### src/rtl/uart_pkg.sv
// Shared types and helpers for the UART transmit path.
// Frame state encoding, word-length codes, per-frame configuration and parity.
package uart_pkg;

  typedef enum logic [2:0] {
    IDLE,
    START,
    DATA,
    PARITY,
    STOP
  } tx_state_t;

  localparam logic [1:0] WLS_5 = 2'b00;
  localparam logic [1:0] WLS_6 = 2'b01;
  localparam logic [1:0] WLS_7 = 2'b10;
  localparam logic [1:0] WLS_8 = 2'b11;

  // Line-control fields captured once per frame so mid-frame writes cannot corrupt it.
  typedef struct packed {
    logic [1:0] wls;
    logic       stb;
    logic       pen;
    logic       eps;
    logic       sticky;
  } frame_cfg_t;

  // Data is expected pre-masked to the active word length.
  function automatic logic parity_bit(input logic [7:0] data, input logic eps, input logic sticky);
    if (sticky) begin
      return ~eps;
    end
    return eps ? ^data : ~^data;
  endfunction

endpackage

### src/rtl/uart_sync_fifo.sv
// Single-clock FIFO with registered read port and drop-on-full writes.
// CAP limits usable entries below DEPTH (CAP=1 gives single holding-register behaviour).
module uart_sync_fifo #(
  parameter int WIDTH = 8,
  parameter int DEPTH = 16,
  parameter int CAP   = DEPTH
) (
  input  logic                         clk,
  input  logic                         rst,
  input  logic                         wr,
  input  logic [WIDTH-1:0]             din,
  input  logic                         rd,
  input  logic                         clr,
  output logic [WIDTH-1:0]             dout,
  output logic                         full,
  output logic                         empty,
  output logic [$clog2(DEPTH+1)-1:0]   level,
  output logic                         ovf
);

  localparam int AW = $clog2(DEPTH);
  localparam int LW = $clog2(DEPTH + 1);

  logic [WIDTH-1:0] mem [DEPTH];
  logic [WIDTH-1:0] dout_reg;
  logic [AW-1:0]    wr_ptr_reg;
  logic [AW-1:0]    rd_ptr_reg;
  logic [LW-1:0]    level_reg;
  logic             ovf_reg;
  logic             do_rd;
  logic             do_wr;

  assign full  = (level_reg == LW'(CAP));
  assign empty = (level_reg == '0);
  // A pop in the same cycle frees a slot, so a write to a full FIFO still lands then.
  assign do_rd = rd && !empty && !clr;
  assign do_wr = wr && !clr && (!full || do_rd);

  always_ff @(posedge clk or negedge rst) begin
    if (!rst) begin
      wr_ptr_reg <= '0;
      rd_ptr_reg <= '0;
      level_reg  <= '0;
      ovf_reg    <= 1'b0;
    end else begin
      ovf_reg <= wr && !clr && !do_wr;
      if (clr) begin
        wr_ptr_reg <= '0;
        rd_ptr_reg <= '0;
        level_reg  <= '0;
      end else begin
        if (do_wr) wr_ptr_reg <= wr_ptr_reg + 1'b1;
        if (do_rd) rd_ptr_reg <= rd_ptr_reg + 1'b1;
        if (do_wr && !do_rd) begin
          level_reg <= level_reg + 1'b1;
        end else if (do_rd && !do_wr) begin
          level_reg <= level_reg - 1'b1;
        end
      end
    end
  end

  always_ff @(posedge clk) begin
    if (do_wr) mem[wr_ptr_reg] <= din;
    if (do_rd) dout_reg <= mem[rd_ptr_reg];
  end

  assign dout  = dout_reg;
  assign level = level_reg;
  assign ovf   = ovf_reg;

endmodule

### src/rtl/uart_tx_fifo_engine.sv
// 16550-style transmitter: TX FIFO feeding a framing FSM timed by oversample ticks.
// Popped byte arrives one cycle later, so it is masked and loaded at the end of START.
module uart_tx_fifo_engine
  import uart_pkg::*;
#(
  parameter int FIFO_DEPTH = 16,
  parameter int OVERSAMPLE = 16,
  parameter bit FIFO_EN    = 1'b1
) (
  input  logic                              clk,
  input  logic                              rst,
  input  logic                              baud_pulse,
  input  logic                              wr_en,
  input  logic [7:0]                        din,
  input  logic                              fifo_clr,
  input  logic [1:0]                        wls,
  input  logic                              stb,
  input  logic                              pen,
  input  logic                              eps,
  input  logic                              sticky_parity,
  input  logic                              set_break,
  output logic                              tx,
  output logic                              thre,
  output logic                              temt,
  output logic                              full,
  output logic [$clog2(FIFO_DEPTH+1)-1:0]   level,
  output logic                              wr_ovf
);

  localparam int TW  = $clog2(2 * OVERSAMPLE + 1);
  localparam int CAP = FIFO_EN ? FIFO_DEPTH : 1;

  logic [7:0]  fifo_dout;
  logic        fifo_empty;
  logic        pop;

  tx_state_t   state_reg, state_next;
  frame_cfg_t  cfg_reg, cfg_next, cfg_in;
  logic [TW-1:0] timer_reg, timer_next;
  logic [TW-1:0] bit_limit;
  logic [2:0]  bit_idx_reg, bit_idx_next;
  logic [7:0]  shift_reg, shift_next;
  logic        par_reg, par_next;
  logic        tx_reg;
  logic        tx_bit;
  logic        bit_end;
  logic [7:0]  data_masked;

  uart_sync_fifo #(
    .WIDTH (8),
    .DEPTH (FIFO_DEPTH),
    .CAP   (CAP)
  ) u_fifo (
    .clk   (clk),
    .rst   (rst),
    .wr    (wr_en),
    .din   (din),
    .rd    (pop),
    .clr   (fifo_clr),
    .dout  (fifo_dout),
    .full  (full),
    .empty (fifo_empty),
    .level (level),
    .ovf   (wr_ovf)
  );

  assign cfg_in = '{wls: wls, stb: stb, pen: pen, eps: eps, sticky: sticky_parity};

  // Bits above the latched word length never reach the shifter or the parity.
  genvar gi;
  generate
    for (gi = 0; gi < 8; gi++) begin : g_mask
      assign data_masked[gi] = fifo_dout[gi] & (3'(gi) <= (3'd4 + {1'b0, cfg_reg.wls}));
    end
  endgenerate

  always_comb begin
    bit_limit = TW'(OVERSAMPLE);
    if (state_reg == STOP && cfg_reg.stb) begin
      bit_limit = (cfg_reg.wls == WLS_5) ? TW'(3 * OVERSAMPLE / 2) : TW'(2 * OVERSAMPLE);
    end
  end

  assign bit_end = baud_pulse && (state_reg != IDLE) && (timer_reg == bit_limit - 1'b1);

  always_comb begin
    state_next   = state_reg;
    cfg_next     = cfg_reg;
    timer_next   = timer_reg;
    bit_idx_next = bit_idx_reg;
    shift_next   = shift_reg;
    par_next     = par_reg;
    pop          = 1'b0;

    if (state_reg != IDLE && baud_pulse) timer_next = timer_reg + 1'b1;
    if (bit_end) timer_next = '0;

    case (state_reg)
      IDLE: begin
        if (!fifo_empty && !fifo_clr) begin
          pop        = 1'b1;
          cfg_next   = cfg_in;
          timer_next = '0;
          state_next = START;
        end
      end
      START: begin
        if (bit_end) begin
          shift_next   = data_masked;
          par_next     = parity_bit(data_masked, cfg_reg.eps, cfg_reg.sticky);
          bit_idx_next = '0;
          state_next   = DATA;
        end
      end
      DATA: begin
        if (bit_end) begin
          shift_next   = {1'b0, shift_reg[7:1]};
          bit_idx_next = bit_idx_reg + 1'b1;
          if (bit_idx_reg == (3'd4 + {1'b0, cfg_reg.wls})) begin
            state_next = cfg_reg.pen ? PARITY : STOP;
          end
        end
      end
      PARITY: begin
        if (bit_end) state_next = STOP;
      end
      STOP: begin
        // Chain straight into the next start bit when more data is queued.
        if (bit_end) begin
          if (!fifo_empty && !fifo_clr) begin
            pop        = 1'b1;
            cfg_next   = cfg_in;
            state_next = START;
          end else begin
            state_next = IDLE;
          end
        end
      end
      default: state_next = IDLE;
    endcase
  end

  always_comb begin
    tx_bit = 1'b1;
    case (state_reg)
      START:   tx_bit = 1'b0;
      DATA:    tx_bit = shift_reg[0];
      PARITY:  tx_bit = par_reg;
      default: tx_bit = 1'b1;
    endcase
  end

  always_ff @(posedge clk or negedge rst) begin
    if (!rst) begin
      state_reg   <= IDLE;
      cfg_reg     <= '0;
      timer_reg   <= '0;
      bit_idx_reg <= '0;
      shift_reg   <= '0;
      par_reg     <= 1'b0;
      tx_reg      <= 1'b1;
    end else begin
      state_reg   <= state_next;
      cfg_reg     <= cfg_next;
      timer_reg   <= timer_next;
      bit_idx_reg <= bit_idx_next;
      shift_reg   <= shift_next;
      par_reg     <= par_next;
      tx_reg      <= set_break ? 1'b0 : tx_bit;
    end
  end

  assign tx   = tx_reg;
  assign thre = fifo_empty;
  assign temt = (state_reg == IDLE) && fifo_empty;

endmodule
### config.mk
export PLATFORM = sky130hd
export DESIGN_NAME = uart_tx_fifo_engine
export DESIGN_NICKNAME = d
export VERILOG_FILES = /design/src/rtl/uart_pkg.sv /design/src/rtl/uart_sync_fifo.sv /design/src/rtl/uart_tx_fifo_engine.sv
export SDC_FILE = /design/constraint.sdc
export NUM_CORES = 1
export LEC_CHECK = 0
export CELL_PAD_IN_SITES_DETAIL_PLACEMENT = 1
export CELL_PAD_IN_SITES_GLOBAL_PLACEMENT = 1
export CORE_UTILIZATION = 47
export DETAILED_ROUTE_END_ITERATION = 6
export GPL_TIMING_DRIVEN = 0
export HOLD_SLACK_MARGIN = 0.15
export PLACE_DENSITY = 0.87
export SLEW_MARGIN = 5
export SYNTH_ARGS = -nofsm -noshare
export SYNTH_HDL_FRONTEND = slang
export SYNTH_SLANG_ARGS = --single-unit
### constraint.sdc
create_clock -name clk -period 3 [get_ports clk]
set_input_delay 0.45 -clock clk [delete_from_list [all_inputs] [get_ports clk]]
set_output_delay 0.45 -clock clk [all_outputs]
set_load 0.05 [all_outputs]
Word level (Yosys, flattened, before mapping)
Memory sizes are Yosys's and may differ from the RTL's. A register that Yosys moved wholly into a read port is not among the register bits.
Cells that the tools add are included.

operators by class
  add/subtract/negate cells = 8
  order comparisons = 8
  equal/unequal tests = 13
  muxes and demuxes = 44
  bitwise gates (word level) = 9
  reductions and logical operators = 33

operators with widths
  kind                                                                              count
  6-bit 2-to-1 mux                                                                  8
  3-bit 2-to-1 mux                                                                  9
  4-bit 2-to-1 mux                                                                  4
  8-bit 2-to-1 mux                                                                  2
  8-bit case mux with 2 select lines                                                1
  5-bit 2-to-1 mux                                                                  3
  3-bit case mux with 5 select lines                                                1
  3-bit less-or-equal comparator (first input constant)                             4
  1-bit logical AND                                                                 12
  1-bit 2-to-1 mux                                                                  12
  2-bit != test (second input constant)                                             6
  6-bit case mux with 2 select lines                                                1
  4-bit by 1-bit adder with 4-bit output (second input constant)                    2
  1-bit bitwise AND                                                                 8
  2-bit nonzero test                                                                4
  8-bit XNOR reduction                                                              1
  8-bit parity                                                                      1
  6-bit by 1-bit adder with 6-bit output (second input constant)                    1
  3-bit by 2-bit equality test with 1-bit output (second input constant)            2
  6-bit equality test                                                               1
  1-bit by 3-bit less-or-equal comparator with 1-bit output (first input constant)  2
  2-bit by 3-bit less-or-equal comparator with 1-bit output (first input constant)  2
  3-bit case mux with 2 select lines                                                1
  6-bit AND reduction                                                               1
  other kinds (20)                                                                  26

word-level totals
  register bits after elaboration = 42
  RAM bits = 128
  bits of input ports = 20
  output and inout port bits = 10
  word-level logic and storage cells = 131
  memories = 1

memory list
  memory      depth  width  read ports  clocked after memory_dff  wr ports  line                  RTL
  u_fifo.mem  16     8      1           1                         1         uart_sync_fifo.sv:24  logic [WIDTH-1:0] mem [DEPTH];

Logic depth before layout (Yosys ltp)
Gate-level depths: netlist of run 1.

  depth in word-level cells = 17
  depth in mapped cells = 12
  gate-level depth less buffers = 12

Hierarchy
Synthesis of run 1 repeated with hierarchy kept, for this count alone.

unflattened totals
  cell total of the unflattened synthesis = 517
  area total of the unflattened synthesis = 7798.7 µm²

by module, submodules not included
  module               instances  cells each  area an instance (µm²)
  uart_sync_fifo       1          358         6212.2
  uart_tx_fifo_engine  1          159         1586.5

Worst setup path before layout of run 1
OpenSTA, ideal clock, no wires.

  kind = register to register
  from = register u_fifo.level_reg[1], in the netlist u_fifo.level[1]
  to = register u_fifo.level_reg[4], in the netlist u_fifo.level[4]
  arrival = 3328 ps
  data required time = 2872 ps
  setup slack = -455 ps
  stages on the path, launching flop included = 10
  buffers on the path = 0
  period minus slack after synthesis = 3455 ps
  cells stage by stage = dfrtp_1 or4_4 o21ai_4 a21oi_1 or3_1 fa_1 a21o_1 a21oi_1 mux2i_1 mux2_1

on the way
  word-level cells in the longest chain between the ends = 13
  elaborated cells on any way between the ends = 22
  classes of those cells = add/sub: 2; eq/ne: 1; mux: 6; reduce/logical: 13

ends and longest elaborated chain
  element                                                 line                                                                          RTL
  start: declaration                                      uart_sync_fifo.sv:28                                                          logic [LW-1:0] level_reg;
  start signal: assignment                                uart_sync_fifo.sv:55                                                          level_reg <= level_reg + 1'b1;
  start signal: assignment                                uart_sync_fifo.sv:57                                                          level_reg <= level_reg - 1'b1;
  5-bit zero test                                         uart_sync_fifo.sv:34                                                          assign empty = (level_reg == '0);
  1-bit zero test                                         uart_sync_fifo.sv:36, uart_tx_fifo_engine.sv:100, uart_tx_fifo_engine.sv:130
  1-bit logical AND                                       uart_tx_fifo_engine.sv:100, uart_tx_fifo_engine.sv:130
  1-bit 2-to-1 mux                                        uart_tx_fifo_engine.sv:100, uart_tx_fifo_engine.sv:130
  1-bit 2-to-1 mux                                        uart_tx_fifo_engine.sv:129                                                    if (bit_end) begin
  1-bit case mux with 2 select lines                      uart_tx_fifo_engine.sv:98                                                     case (state_reg)
  1-bit logical AND (2 in series)                         uart_sync_fifo.sv:36                                                          assign do_rd = rd && !empty && !clr;
  1-bit logical OR                                        uart_sync_fifo.sv:37                                                          assign do_wr = wr && !clr && (!full || do_rd);
  1-bit logical AND                                       uart_sync_fifo.sv:37
  1-bit logical AND or 1-bit zero test (tied branches)    uart_sync_fifo.sv:54, uart_sync_fifo.sv:56
  5-bit 2-to-1 mux or 1-bit logical AND (tied branches)   uart_sync_fifo.sv:54, uart_sync_fifo.sv:56
  5-bit 2-to-1 mux or 3-bit nonzero test (tied branches)  --

Several ways; a longest one is shown, not always the timed one. The select of a mux whose other input is x is not followed.
A chain may end at the register's enable or synchronous reset.

Worst setup path after layout of run 1
  from = register u_fifo.level_reg[0], in the netlist u_fifo.level[0]
  to = register u_fifo.level_reg[4], in the netlist u_fifo.level[4]

The elaborated chain is that of the path after synthesis.

==> results of run 1 <==
## metal layers
layer  vias up  part of all wire  track usage  wire length [um]
met4         0             0.034        0.118               748
met2       230              0.52        0.469             11400
met1      2599              0.38        0.312              8370
met5         -                 0            0                 0
met3        65             0.062       0.0521              1360
li1       2126                 -            -                 -
## power by group
group	total (mW)	internal (mW)	switching (mW)
logic	2.30	0.959	1.34
clock network	2.26	1.13	1.13
registers	3.05	2.86	0.181
## critical path, stage by stage (launching register included)
cell and delay (ns):
dfrtp_2 0.47, or4_4 0.58, o21ai_4 0.27, a21oi_4 0.06, or3_4 0.44, fa_2 0.42, a21o_1 0.22, a21oi_2 0.19
mux2i_1 0.28, mux2_1 0.35
## worst paths after layout
check	start	to	slack, ns
hold / removal	rst	u_fifo.ovf	0.47
hold reg to reg	cfg_reg[0]	cfg_reg[0]	0.51
min in group clk	cfg_reg[0]	cfg_reg[0]	0.51
setup / recovery	u_fifo.level[0]	u_fifo.level[4]	-0.39
setup reg to reg	u_fifo.level[0]	u_fifo.level[4]	-0.39
max in group asynchronous	rst	tx	1.95
## repair_timing
action	4_1_cts	5_1_grt
setup endpoints to repair	90	109
hold buffers	1	0
pin swaps	3	16
endpoints found under the hold margin	14	0
resized for setup	14	24
setup buffers	1	10
## logic make-up (layout without fill, tap and decap cells)
kind of cell             count (synthesis)  count (layout)  share of synthesized area
AO/OA/AOI/OAI                           92              92                     0.0814
XOR/XNOR                                17              17                     0.0208
adder cells (fa/ha/maj)                 12              12                     0.0202
buffers and inverters                   33             107                     0.0176
flip-flops                             178             178                      0.657
multiplexers                            67              67                      0.114
AND/OR/NAND/NOR                        120             120                     0.0893
## cell type report
cell class | count | area [um^2]
fill | 1481 | 6790
sequential | 178 | 5140
multi-input combinational | 308 | 2690
clock buffer | 17 | 425
timing repair buffer | 42 | 412
tap | 216 | 270
clock inverter | 15 | 185
buffer | 25 | 115
inverter | 8 | 30.0
## per-stage QoR
stage	cells	area [um^2]	setup WS (ns)	total power, mW	util
2_1_floorplan	519	7840	-0.138	4.54	-
3_3_place_gp	764	8400	-0.734	5.08	0.523
3_5_place_dp	765	8430	-0.802	5.22	0.525
4_1_cts	799	9110	-0.357	7.48	0.567
5_1_grt	809	9270	-0.476	7.87	0.577
6_report	809	9270	-0.395	7.60	0.577
## layout by cell type, fill, tap and decap left out, types with 11 or more instances in the layout
| master | count |
|---|---|
| mux2_2 | 15 |
| mux4_2 | 16 |
| nand2_1 | 22 |
| o21ai_0 | 23 |
| buf_4 | 14 |
| clkdlybuf4s50_1 | 26 |
| clkbuf_16 | 17 |
| ha_1 | 11 |
| clkbuf_1 | 15 |
| mux2i_1 | 35 |
| edfxtp_1 | 136 |
| nor2_1 | 27 |
| nand3_1 | 12 |
| a21oi_1 | 26 |
| dfrtp_1 | 37 |
==> run_summary.xml, run 1 <==
<?xml version="1.0" encoding="UTF-8"?>
<metrics>
  <group name="timing">
    <metric name="worst_max_slew_margin_expressed_relative_to_the_limit" unit="">0.423</metric>
    <metric name="final_clock_period_utilization_by_the_worst_path" unit="">1.13</metric>
    <metric name="max_clock_freq" unit="GHz">0.295</metric>
    <metric name="final.setup.worst_slack" unit="ns">-0.395</metric>
    <metric name="timing.final.hold_violations" unit="">0</metric>
    <metric name="finalSetupViolCount" unit="">21</metric>
    <metric name="final-max-slew-violation-count" unit="">0</metric>
    <metric name="period_minus_slack" unit="ns">3.39</metric>
    <metric name="fin_skew" unit="ns">0.0182</metric>
    <metric name="tightest_slew" unit="ns">0.865</metric>
    <metric name="timing.hold.ws" unit="ns">0.469</metric>
    <metric name="grt_setup_unrepaired" unit="">true</metric>
    <metric name="setup_total_negative_slack" unit="ns">-0.531</metric>
  </group>
  <group name="run">
    <metric name="cap_viol_max_count" unit="">0</metric>
  </group>
  <group name="pwr">
    <metric name="cellLeakagePower" unit="nW">3.24</metric>
    <metric name="ir_drop" unit="mV">0.536</metric>
    <metric name="power_density" unit="nW/um^2">820</metric>
  </group>
  <group name="cts">
    <metric name="clock_path_buffers" unit="">2</metric>
    <metric name="cts.clk_slew.worst_paths" unit="ns">0.08</metric>
    <metric name="cts_tree" unit="">yes</metric>
    <metric name="clk_root_buffer_cell" unit="">clkbuf_16</metric>
    <metric name="tritoncts.num_buffers" unit="">17</metric>
    <metric name="clkSinkCount" unit="">178</metric>
    <metric name="cts-htree-levels" unit="">4</metric>
    <metric name="clk_latency" unit="ns">0.44</metric>
  </group>
  <group name="setup_path">
    <metric name="crit_fanout" unit="">6</metric>
    <metric name="cp_data_arrival_time" unit="ns">3.72</metric>
    <metric name="worst_r2r_path_depth" unit="">9</metric>
    <metric name="worst_ep_required_time" unit="ns">3.33</metric>
    <metric name="start_kind" unit="">flip-flop</metric>
    <metric name="critical_path_class" unit="">reg -&gt; reg</metric>
    <metric name="critical_path.endpoint_type" unit="">flip-flop</metric>
  </group>
  <group name="routing">
    <metric name="vias" unit="">5020</metric>
    <metric name="drt-total-wl" unit="mm">21.9</metric>
    <metric name="dr.pass1.iters" unit="">5</metric>
    <metric name="wl_per_cell" unit="um">27.0</metric>
    <metric name="avgViaCountPerCell" unit="">6.21</metric>
    <metric name="drtAntennaViolNets" unit="">0</metric>
    <metric name="detail_route.iter0.violations" unit="">430</metric>
    <metric name="drc" unit="">0</metric>
  </group>
  <group name="worst_hold_path">
    <metric name="worstHoldPathType" unit="">in -&gt; async</metric>
  </group>
  <group name="floorplan">
    <metric name="die_width" unit="um">131</metric>
    <metric name="die_height" unit="um">131</metric>
    <metric name="io-pin-count" unit="">30</metric>
    <metric name="initial_utilization" unit="">0.487</metric>
    <metric name="area_of_the_core" unit="um^2">16100</metric>
    <metric name="num_rows" unit="">46</metric>
    <metric name="floorplan.die_area" unit="um^2">17200</metric>
  </group>
  <group name="logic_synthesis">
    <metric name="yosysMostFrequentCell" unit="">edfxtp_1</metric>
    <metric name="postSynthAreaPerCell" unit="um^2">15.1</metric>
    <metric name="synth_ff_type" unit="">edfxtp_1</metric>
    <metric name="synth.lib_cells_used.distinct" unit="">64</metric>
    <metric name="post_synth_inst_count" unit="">519</metric>
    <metric name="synth_top_cells_by_count" unit="">edfxtp_1, dfrtp_1, mux2i_1</metric>
    <metric name="ys_seq_elements" unit="">178</metric>
    <metric name="synthesis.nets" unit="">551</metric>
    <metric name="synth_top_cells_by_area" unit="">edfxtp_1, dfrtp_1, mux4_2, mux2i_1, mux2_2</metric>
    <metric name="mappedNetlistArea" unit="um^2">7820</metric>
    <metric name="ys_seq_area_frac" unit="">0.657</metric>
    <metric name="synth_largest_type_area_fraction" unit="">0.522</metric>
    <metric name="synth_edf_count" unit="">136</metric>
    <metric name="synth-async-reset-ratio" unit="">0.236</metric>
    <metric name="total_number_of_yosys_warnings" unit="">0</metric>
    <metric name="netlist.top_cell.by_area" unit="">edfxtp_1</metric>
  </group>
  <group name="finish">
    <metric name="diodes" unit="">0</metric>
    <metric name="area_growth" unit="%">18.5</metric>
    <metric name="final_net_count" unit="">612</metric>
    <metric name="largest_reg_flops" unit="">128</metric>
    <metric name="share_of_cells_above_drive_strength_1" unit="">0.216</metric>
  </group>
  <group name="placement">
    <metric name="place.port_buffers" unit="">29</metric>
    <metric name="gpl.final_weighted_congestion" unit="">0.821</metric>
    <metric name="dp.final_hpwl" unit="mm">13.4</metric>
  </group>
  <group name="global_routing">
    <metric name="grt.total_usage" unit="">0.264</metric>
    <metric name="grt_antenna_before_repair" unit="">0</metric>
    <metric name="grt_pass1_wl" unit="mm">31.7</metric>
    <metric name="grt_start_max_net_pins" unit="">29</metric>
    <metric name="overflow_left_after_global_routing" unit="">0</metric>
    <metric name="first_global_vias" unit="">5273</metric>
  </group>
  <group name="status">
    <metric name="run_status" unit="">complete, but fails checks</metric>
    <metric name="violations" unit="">negative setup slack</metric>
  </group>
</metrics>
Power figures use the tool's default switching activity.
==> run 2, diff against run 1 <==
Settings changed: CAP_MARGIN set to 20.
==> run 2 against run 1 <==
The run still ends with negative setup slack left. Clock power up 6%. Largest cell class unchanged. Combinational power is essentially flat. Maximum frequency up 5.3%. Sequential share of layout area shrank 0.45 points. Critical path depth unchanged. Register-to-register slack gained 0.17 ns. Global-route usage shrank 0.67 points. Routed wire length fell by 1.1%. Power grew 2.0%. Hold slack got worse by 0.017 ns. Via count is 0.48% higher. Non-clock buffer count increased by 10.
==> run_summary.xml, run 2 (synthesis gave the netlist of run 1 again) <==
<?xml version="1.0" encoding="UTF-8"?>
<metrics>
  <group name="placement">
    <metric name="place.port_buffers" unit="">29</metric>
    <metric name="place_area" unit="um^2">8450</metric>
    <metric name="gpl.final_weighted_congestion" unit="">0.821</metric>
    <metric name="dp.final_hpwl" unit="mm">13.3</metric>
    <metric name="placed_cells" unit="">770</metric>
  </group>
  <group name="timing">
    <metric name="finalSetupViolCount" unit="">47</metric>
    <metric name="final.setup.worst_slack" unit="ns">-0.225</metric>
    <metric name="max_clock_freq" unit="GHz">0.310</metric>
    <metric name="grt_setup_unrepaired" unit="">true</metric>
    <metric name="tightest_slew" unit="ns">0.879</metric>
    <metric name="final_clock_period_utilization_by_the_worst_path" unit="">1.08</metric>
    <metric name="worst_max_slew_margin_expressed_relative_to_the_limit" unit="">0.414</metric>
    <metric name="final-max-slew-violation-count" unit="">0</metric>
    <metric name="timing.final.hold_violations" unit="">0</metric>
    <metric name="fin_skew" unit="ns">0.0268</metric>
    <metric name="period_minus_slack" unit="ns">3.23</metric>
    <metric name="setup_total_negative_slack" unit="ns">-2.56</metric>
  </group>
  <group name="run">
    <metric name="cap_viol_max_count" unit="">0</metric>
  </group>
  <group name="floorplan">
    <metric name="die_width" unit="um">131</metric>
    <metric name="floorplan.die_area" unit="um^2">17200</metric>
    <metric name="area_of_the_core" unit="um^2">16100</metric>
    <metric name="initial_utilization" unit="">0.487</metric>
    <metric name="num_rows" unit="">46</metric>
    <metric name="io-pin-count" unit="">30</metric>
    <metric name="die_height" unit="um">131</metric>
  </group>
  <group name="routing">
    <metric name="wl_per_cell" unit="um">26.4</metric>
    <metric name="dr.pass1.iters" unit="">5</metric>
    <metric name="vias" unit="">5044</metric>
    <metric name="detail_route.iter0.violations" unit="">341</metric>
    <metric name="avgViaCountPerCell" unit="">6.16</metric>
    <metric name="drt-total-wl" unit="mm">21.6</metric>
    <metric name="drtAntennaViolNets" unit="">0</metric>
    <metric name="drc" unit="">0</metric>
  </group>
  <group name="finish">
    <metric name="diodes" unit="">0</metric>
    <metric name="mostFrequentLayoutCells" unit="">edfxtp_1, dfrtp_1, mux2i_1</metric>
    <metric name="share_of_cells_above_drive_strength_1" unit="">0.229</metric>
    <metric name="fin_util" unit="">0.582</metric>
    <metric name="layoutNonFillerInstCount" unit="">819</metric>
    <metric name="final_net_count" unit="">622</metric>
    <metric name="largest_reg_flops" unit="">128</metric>
    <metric name="final_std_cell_area_no_fill" unit="um^2">9340</metric>
    <metric name="area_growth" unit="%">19.5</metric>
    <metric name="layout_commonest_cell" unit="">edfxtp_1</metric>
  </group>
  <group name="setup_path">
    <metric name="cp_data_arrival_time" unit="ns">3.57</metric>
    <metric name="reg2reg_from" unit="">u_fifo.level[0]</metric>
    <metric name="start_kind" unit="">flip-flop</metric>
    <metric name="timing.reg2reg.setup_slack" unit="ns">-0.23</metric>
    <metric name="crit_fanout" unit="">5</metric>
    <metric name="worst_ep_required_time" unit="ns">3.34</metric>
    <metric name="critical_path_class" unit="">reg -&gt; reg</metric>
    <metric name="worstPathBufferInverterCount" unit="">0</metric>
    <metric name="critical_path.endpoint_type" unit="">flip-flop</metric>
    <metric name="cp_top_family" unit="">simple AND/OR/NAND/NOR gates</metric>
    <metric name="worst_r2r_path_depth" unit="">9</metric>
    <metric name="path_cells" unit="">or4_4 -&gt; o21ai_4 -&gt; a21oi_4 -&gt; or3_4 -&gt; ha_1 -&gt; a21o_1 -&gt; a21oi_2 -&gt; mux2i_1 -&gt; mux2_1</metric>
    <metric name="worst_path_max_delay_cell" unit="">or4_4</metric>
    <metric name="regToRegEndpoint" unit="">u_fifo.level[4]</metric>
    <metric name="critical_path.max_stage_delay" unit="ns">0.58</metric>
  </group>
  <group name="cts">
    <metric name="cts_tree" unit="">yes</metric>
    <metric name="cts.clk_slew.worst_paths" unit="ns">0.08</metric>
    <metric name="clock_path_buffers" unit="">2</metric>
    <metric name="clk_latency" unit="ns">0.46</metric>
    <metric name="clkSinkCount" unit="">178</metric>
    <metric name="clk_root_buffer_cell" unit="">clkbuf_16</metric>
    <metric name="tritoncts.num_buffers" unit="">17</metric>
    <metric name="cts-htree-levels" unit="">4</metric>
  </group>
  <group name="global_routing">
    <metric name="grt.total_usage" unit="">0.258</metric>
    <metric name="grt_start_max_net_pins" unit="">29</metric>
    <metric name="overflow_left_after_global_routing" unit="">0</metric>
    <metric name="grt_pass1_wl" unit="mm">31.0</metric>
    <metric name="first_global_vias" unit="">5288</metric>
    <metric name="grt_antenna_before_repair" unit="">0</metric>
  </group>
  <group name="pwr">
    <metric name="ir_drop" unit="mV">0.527</metric>
    <metric name="cellLeakagePower" unit="nW">3.36</metric>
    <metric name="power_density" unit="nW/um^2">830</metric>
  </group>
  <group name="worst_hold_path">
    <metric name="worstHoldPathType" unit="">in -&gt; async</metric>
  </group>
  <group name="status">
    <metric name="run_status" unit="">complete, but fails checks</metric>
    <metric name="violations" unit="">negative setup slack</metric>
  </group>
</metrics>
[run 2: final cells by class]
type	count	area [um^2]
multi-input cells	308	2670
plain buffers	25	119
clock inverters	15	213
fillers	1485	6720
well taps	216	270
repair buffers	52	477
inverters	8	30.0
flip-flops and latches	178	5140
clock buffers	17	425
[run 2: routing by layer]
metal,vias to the layer above,part of all wire,GRT usage
met1,2619,0.38,0.309
met3,58,0.055,0.0509
met2,219,0.53,0.459
met5,-,0,0
li1,2148,-,-
met4,0,0.033,0.0980
[run 2: how the worst max path moves through the flow]
stage | start | end | slack [ns] | cells past startpoint
6_report | u_fifo.level[0] | u_fifo.level[4] | -0.23 | 9
5_1_grt | u_fifo.level[0] | u_fifo.level[4] | -0.31 | 9
4_1_cts | cfg_reg[5] | u_fifo.level[4] | -0.19 | 11
3_5_place_dp | baud_pulse | u_fifo.level[4] | -0.54 | 11
3_3_place_gp | fifo_clr | u_fifo.mem[13][0] | -0.73 | 7
2_1_floorplan | u_fifo.level[0] | u_fifo.level[4] | -0.14 | 9
[run 2: timing repair]
action	4_1_cts	5_1_grt
endpoints found under the setup margin	14	101
hold buffers	1	0
gates resized for setup	20	11
hold endpoints to repair	14	0
buffers inserted	3	13
pin swaps	3	12
[run 2: report_power, final]
part / internal, mW / switching (mW) / total, mW
Combinational: 0.978 / 1.35 / 2.33
Sequential: 2.86 / 0.172 / 3.04
Clock: 1.28 / 1.10 / 2.39
[run 2: metrics by stage]
stage               total power, mW  hold WS [ns]  setup WS, ns
floorplan                      4.54         0.154        -0.138
global placement               5.08         0.492        -0.734
detailed placement             5.20         0.398        -0.545
CTS                            7.58         0.476        -0.194
global route                   8.01         0.508        -0.311
finish                         7.75         0.452        -0.225
==> run 3, diff against run 2 <==
Settings changed: SETUP_SLACK_MARGIN set to 0.05.
==> run 3 against run 2 <==
The flow still finishes with violations (negative setup slack). Power fell by 0.37%. Combinational power is essentially flat. Setup slack lost 0.018 ns. Global-route usage stayed put. Design area increased by 0.44%. Sequential power barely moved. Critical path depth stayed put. Critical path type unchanged. Critical endpoint unchanged. Largest power group unchanged.
==> run_summary.xml, run 3 (synthesis gave the netlist of run 1 again) <==
<?xml version="1.0" encoding="UTF-8"?>
<metrics>
  <group name="pwr">
    <metric name="clk_pwr_share" unit="">0.307</metric>
    <metric name="power.combinational.fraction" unit="">0.300</metric>
    <metric name="power.internal" unit="mW">5.13</metric>
    <metric name="design_power_total" unit="mW">7.72</metric>
    <metric name="cellLeakagePower" unit="nW">3.37</metric>
    <metric name="sw_frac_of_total" unit="">0.336</metric>
    <metric name="sequentialPowerShare" unit="">0.393</metric>
    <metric name="netSwitchingPower" unit="mW">2.59</metric>
    <metric name="ir_drop" unit="mV">0.527</metric>
    <metric name="power_density" unit="nW/um^2">823</metric>
  </group>
  <group name="routing">
    <metric name="wl_per_cell" unit="um">25.7</metric>
    <metric name="drc" unit="">0</metric>
    <metric name="vias" unit="">4942</metric>
    <metric name="dr.pass1.iters" unit="">5</metric>
    <metric name="avgViaCountPerCell" unit="">6.02</metric>
    <metric name="detail_route.iter0.violations" unit="">402</metric>
    <metric name="drt-total-wl" unit="mm">21.1</metric>
    <metric name="drtAntennaViolNets" unit="">0</metric>
  </group>
  <group name="global_routing">
    <metric name="grt_antenna_before_repair" unit="">0</metric>
    <metric name="overflow_left_after_global_routing" unit="">0</metric>
    <metric name="grt_pass1_wl" unit="mm">31.0</metric>
    <metric name="grt.total_usage" unit="">0.258</metric>
    <metric name="grt_start_max_net_pins" unit="">29</metric>
    <metric name="first_global_vias" unit="">5290</metric>
  </group>
  <group name="placement">
    <metric name="gpl.final_weighted_congestion" unit="">0.821</metric>
    <metric name="place_area" unit="um^2">8450</metric>
    <metric name="place.port_buffers" unit="">29</metric>
    <metric name="post-place-ws" unit="ns">-0.545</metric>
    <metric name="dp.final_hpwl" unit="mm">13.3</metric>
  </group>
  <group name="floorplan">
    <metric name="die_width" unit="um">131</metric>
    <metric name="io-pin-count" unit="">30</metric>
    <metric name="die_height" unit="um">131</metric>
    <metric name="area_of_the_core" unit="um^2">16100</metric>
    <metric name="floorplan.die_area" unit="um^2">17200</metric>
    <metric name="initial_utilization" unit="">0.487</metric>
    <metric name="num_rows" unit="">46</metric>
  </group>
  <group name="finish">
    <metric name="final_std_cell_area_no_fill" unit="um^2">9380</metric>
    <metric name="diodes" unit="">0</metric>
    <metric name="mostFrequentLayoutCells" unit="">edfxtp_1, dfrtp_1, mux2i_1</metric>
    <metric name="largest_reg_flops" unit="">128</metric>
    <metric name="fillCellCount" unit="">1482</metric>
    <metric name="final_net_count" unit="">624</metric>
    <metric name="layout_commonest_cell" unit="">edfxtp_1</metric>
    <metric name="area_growth" unit="%">20.0</metric>
    <metric name="share_of_cells_above_drive_strength_1" unit="">0.233</metric>
  </group>
  <group name="setup_path">
    <metric name="start_kind" unit="">flip-flop</metric>
    <metric name="crit_fanout" unit="">5</metric>
    <metric name="critical_path.endpoint_type" unit="">flip-flop</metric>
    <metric name="worst_ep_required_time" unit="ns">3.33</metric>
    <metric name="critical_path_class" unit="">reg -&gt; reg</metric>
    <metric name="cp_data_arrival_time" unit="ns">3.57</metric>
  </group>
  <group name="timing">
    <metric name="final-max-slew-violation-count" unit="">0</metric>
    <metric name="finalSetupViolCount" unit="">54</metric>
    <metric name="period_minus_slack" unit="ns">3.24</metric>
    <metric name="final.setup.worst_slack" unit="ns">-0.243</metric>
    <metric name="setup_total_negative_slack" unit="ns">-3.08</metric>
    <metric name="fin_skew" unit="ns">0.0122</metric>
    <metric name="tightest_slew" unit="ns">0.776</metric>
    <metric name="timing.final.hold_violations" unit="">0</metric>
    <metric name="timing.hold.ws" unit="ns">0.468</metric>
    <metric name="final_clock_period_utilization_by_the_worst_path" unit="">1.08</metric>
    <metric name="worst_max_slew_margin_expressed_relative_to_the_limit" unit="">0.481</metric>
    <metric name="max_clock_freq" unit="GHz">0.308</metric>
    <metric name="grt_setup_unrepaired" unit="">true</metric>
  </group>
  <group name="cts">
    <metric name="cts_tree" unit="">yes</metric>
    <metric name="clkSinkCount" unit="">178</metric>
    <metric name="cts-htree-levels" unit="">4</metric>
    <metric name="tritoncts.num_buffers" unit="">17</metric>
    <metric name="clock_path_buffers" unit="">2</metric>
    <metric name="clk_root_buffer_cell" unit="">clkbuf_16</metric>
    <metric name="clk_latency" unit="ns">0.44</metric>
    <metric name="cts.clk_slew.worst_paths" unit="ns">0.08</metric>
  </group>
  <group name="run">
    <metric name="cap_viol_max_count" unit="">0</metric>
  </group>
  <group name="status">
    <metric name="run_status" unit="">complete, but fails checks</metric>
    <metric name="violations" unit="">negative setup slack</metric>
  </group>
  <group name="worst_hold_path">
    <metric name="worstHoldPathType" unit="">in -&gt; async</metric>
  </group>
</metrics>
-- run 3: changes by cell type in the layout (fill, tap and decap cells not counted) --
| cell | previous run | this run |
|---|---|---|
| buf_12 | 2 | 4 |
| clkbuf_2 | 1 | 2 |
| buf_1 | 1 | 0 |
-- run 3: worst max-delay path: stages (launching register included) --
cell	delay [ns]
dfrtp_2	0.45
or4_4	0.59
o21ai_4	0.22
a21oi_4	0.07
or3_4	0.45
ha_1	0.35
a21o_1	0.20
a21oi_2	0.16
mux2i_1	0.29
mux2_1	0.35
-- run 3: per-stage QoR --
stage           util  std cells
2_1_floorplan      -        519
3_3_place_gp   0.523        764
3_5_place_dp   0.526        770
4_1_cts        0.572        806
5_1_grt        0.584        821
6_report       0.584        821
-- run 3: worst paths after layout --
| kind | start | endpoint | slack, ns | cells after the start |
|---|---|---|---|---|
| worst max-delay path | u_fifo.level[0] | u_fifo.level[4] | -0.24 | 9 |
| min in group clk | cfg_reg[0] | cfg_reg[0] | 0.51 | 1 |
| worst max register to register | u_fifo.level[0] | u_fifo.level[4] | -0.24 | 9 |
| worst min register to register | cfg_reg[0] | cfg_reg[0] | 0.51 | 1 |
| worst min-delay path | rst | u_fifo.level[4] | 0.47 | 2 |
| max in group asynchronous | rst | tx | 1.96 | 3 |
-- run 3: area by class of cell --
| cell class | count | area (um^2) | share of cell area |
|---|---|---|---|
| repair buffers | 54 | 517 | 0.0551 |
| clock buffers | 17 | 425 | 0.0453 |
| inverters | 8 | 30.0 | 0.00320 |
| multi-input cells | 308 | 2670 | 0.284 |
| clock inverters | 15 | 213 | 0.0227 |
| plain buffers | 25 | 120 | 0.0128 |
| well taps | 216 | 270 | 0.0288 |
| flip-flops and latches | 178 | 5140 | 0.548 |
-- run 3: per-layer routing --
metal / vias up / part of all wire / track usage
li1: 2150 / - / -
met1: 2571 / 0.38 / 0.309
met2: 176 / 0.54 / 0.459
met3: 45 / 0.050 / 0.0509
met4: 0 / 0.029 / 0.0980
met5: - / 0 / 0
-- run 3: power groups by stage --
stage                     Sequential [mW]  Combinational, mW  Clock, mW
after floorplan                      3.14               1.40          0
after global placement               3.07               2.02          0
after detailed placement             3.09               2.11          0
after CTS                            3.04               2.17       2.37
after global routing                 3.06               2.47       2.47
final                                3.04               2.32       2.37
-- run 3: repair_timing --
| action | CTS | global route |
|---|---|---|
| pin swaps | 3 | 12 |
| cloned | 0 | 0 |
| setup buffers | 3 | 15 |
| hold buffers | 1 | 0 |
| setup endpoints to repair | 76 | 118 |
| endpoints found under the hold margin | 14 | 0 |
| gates resized for setup | 21 | 12 |
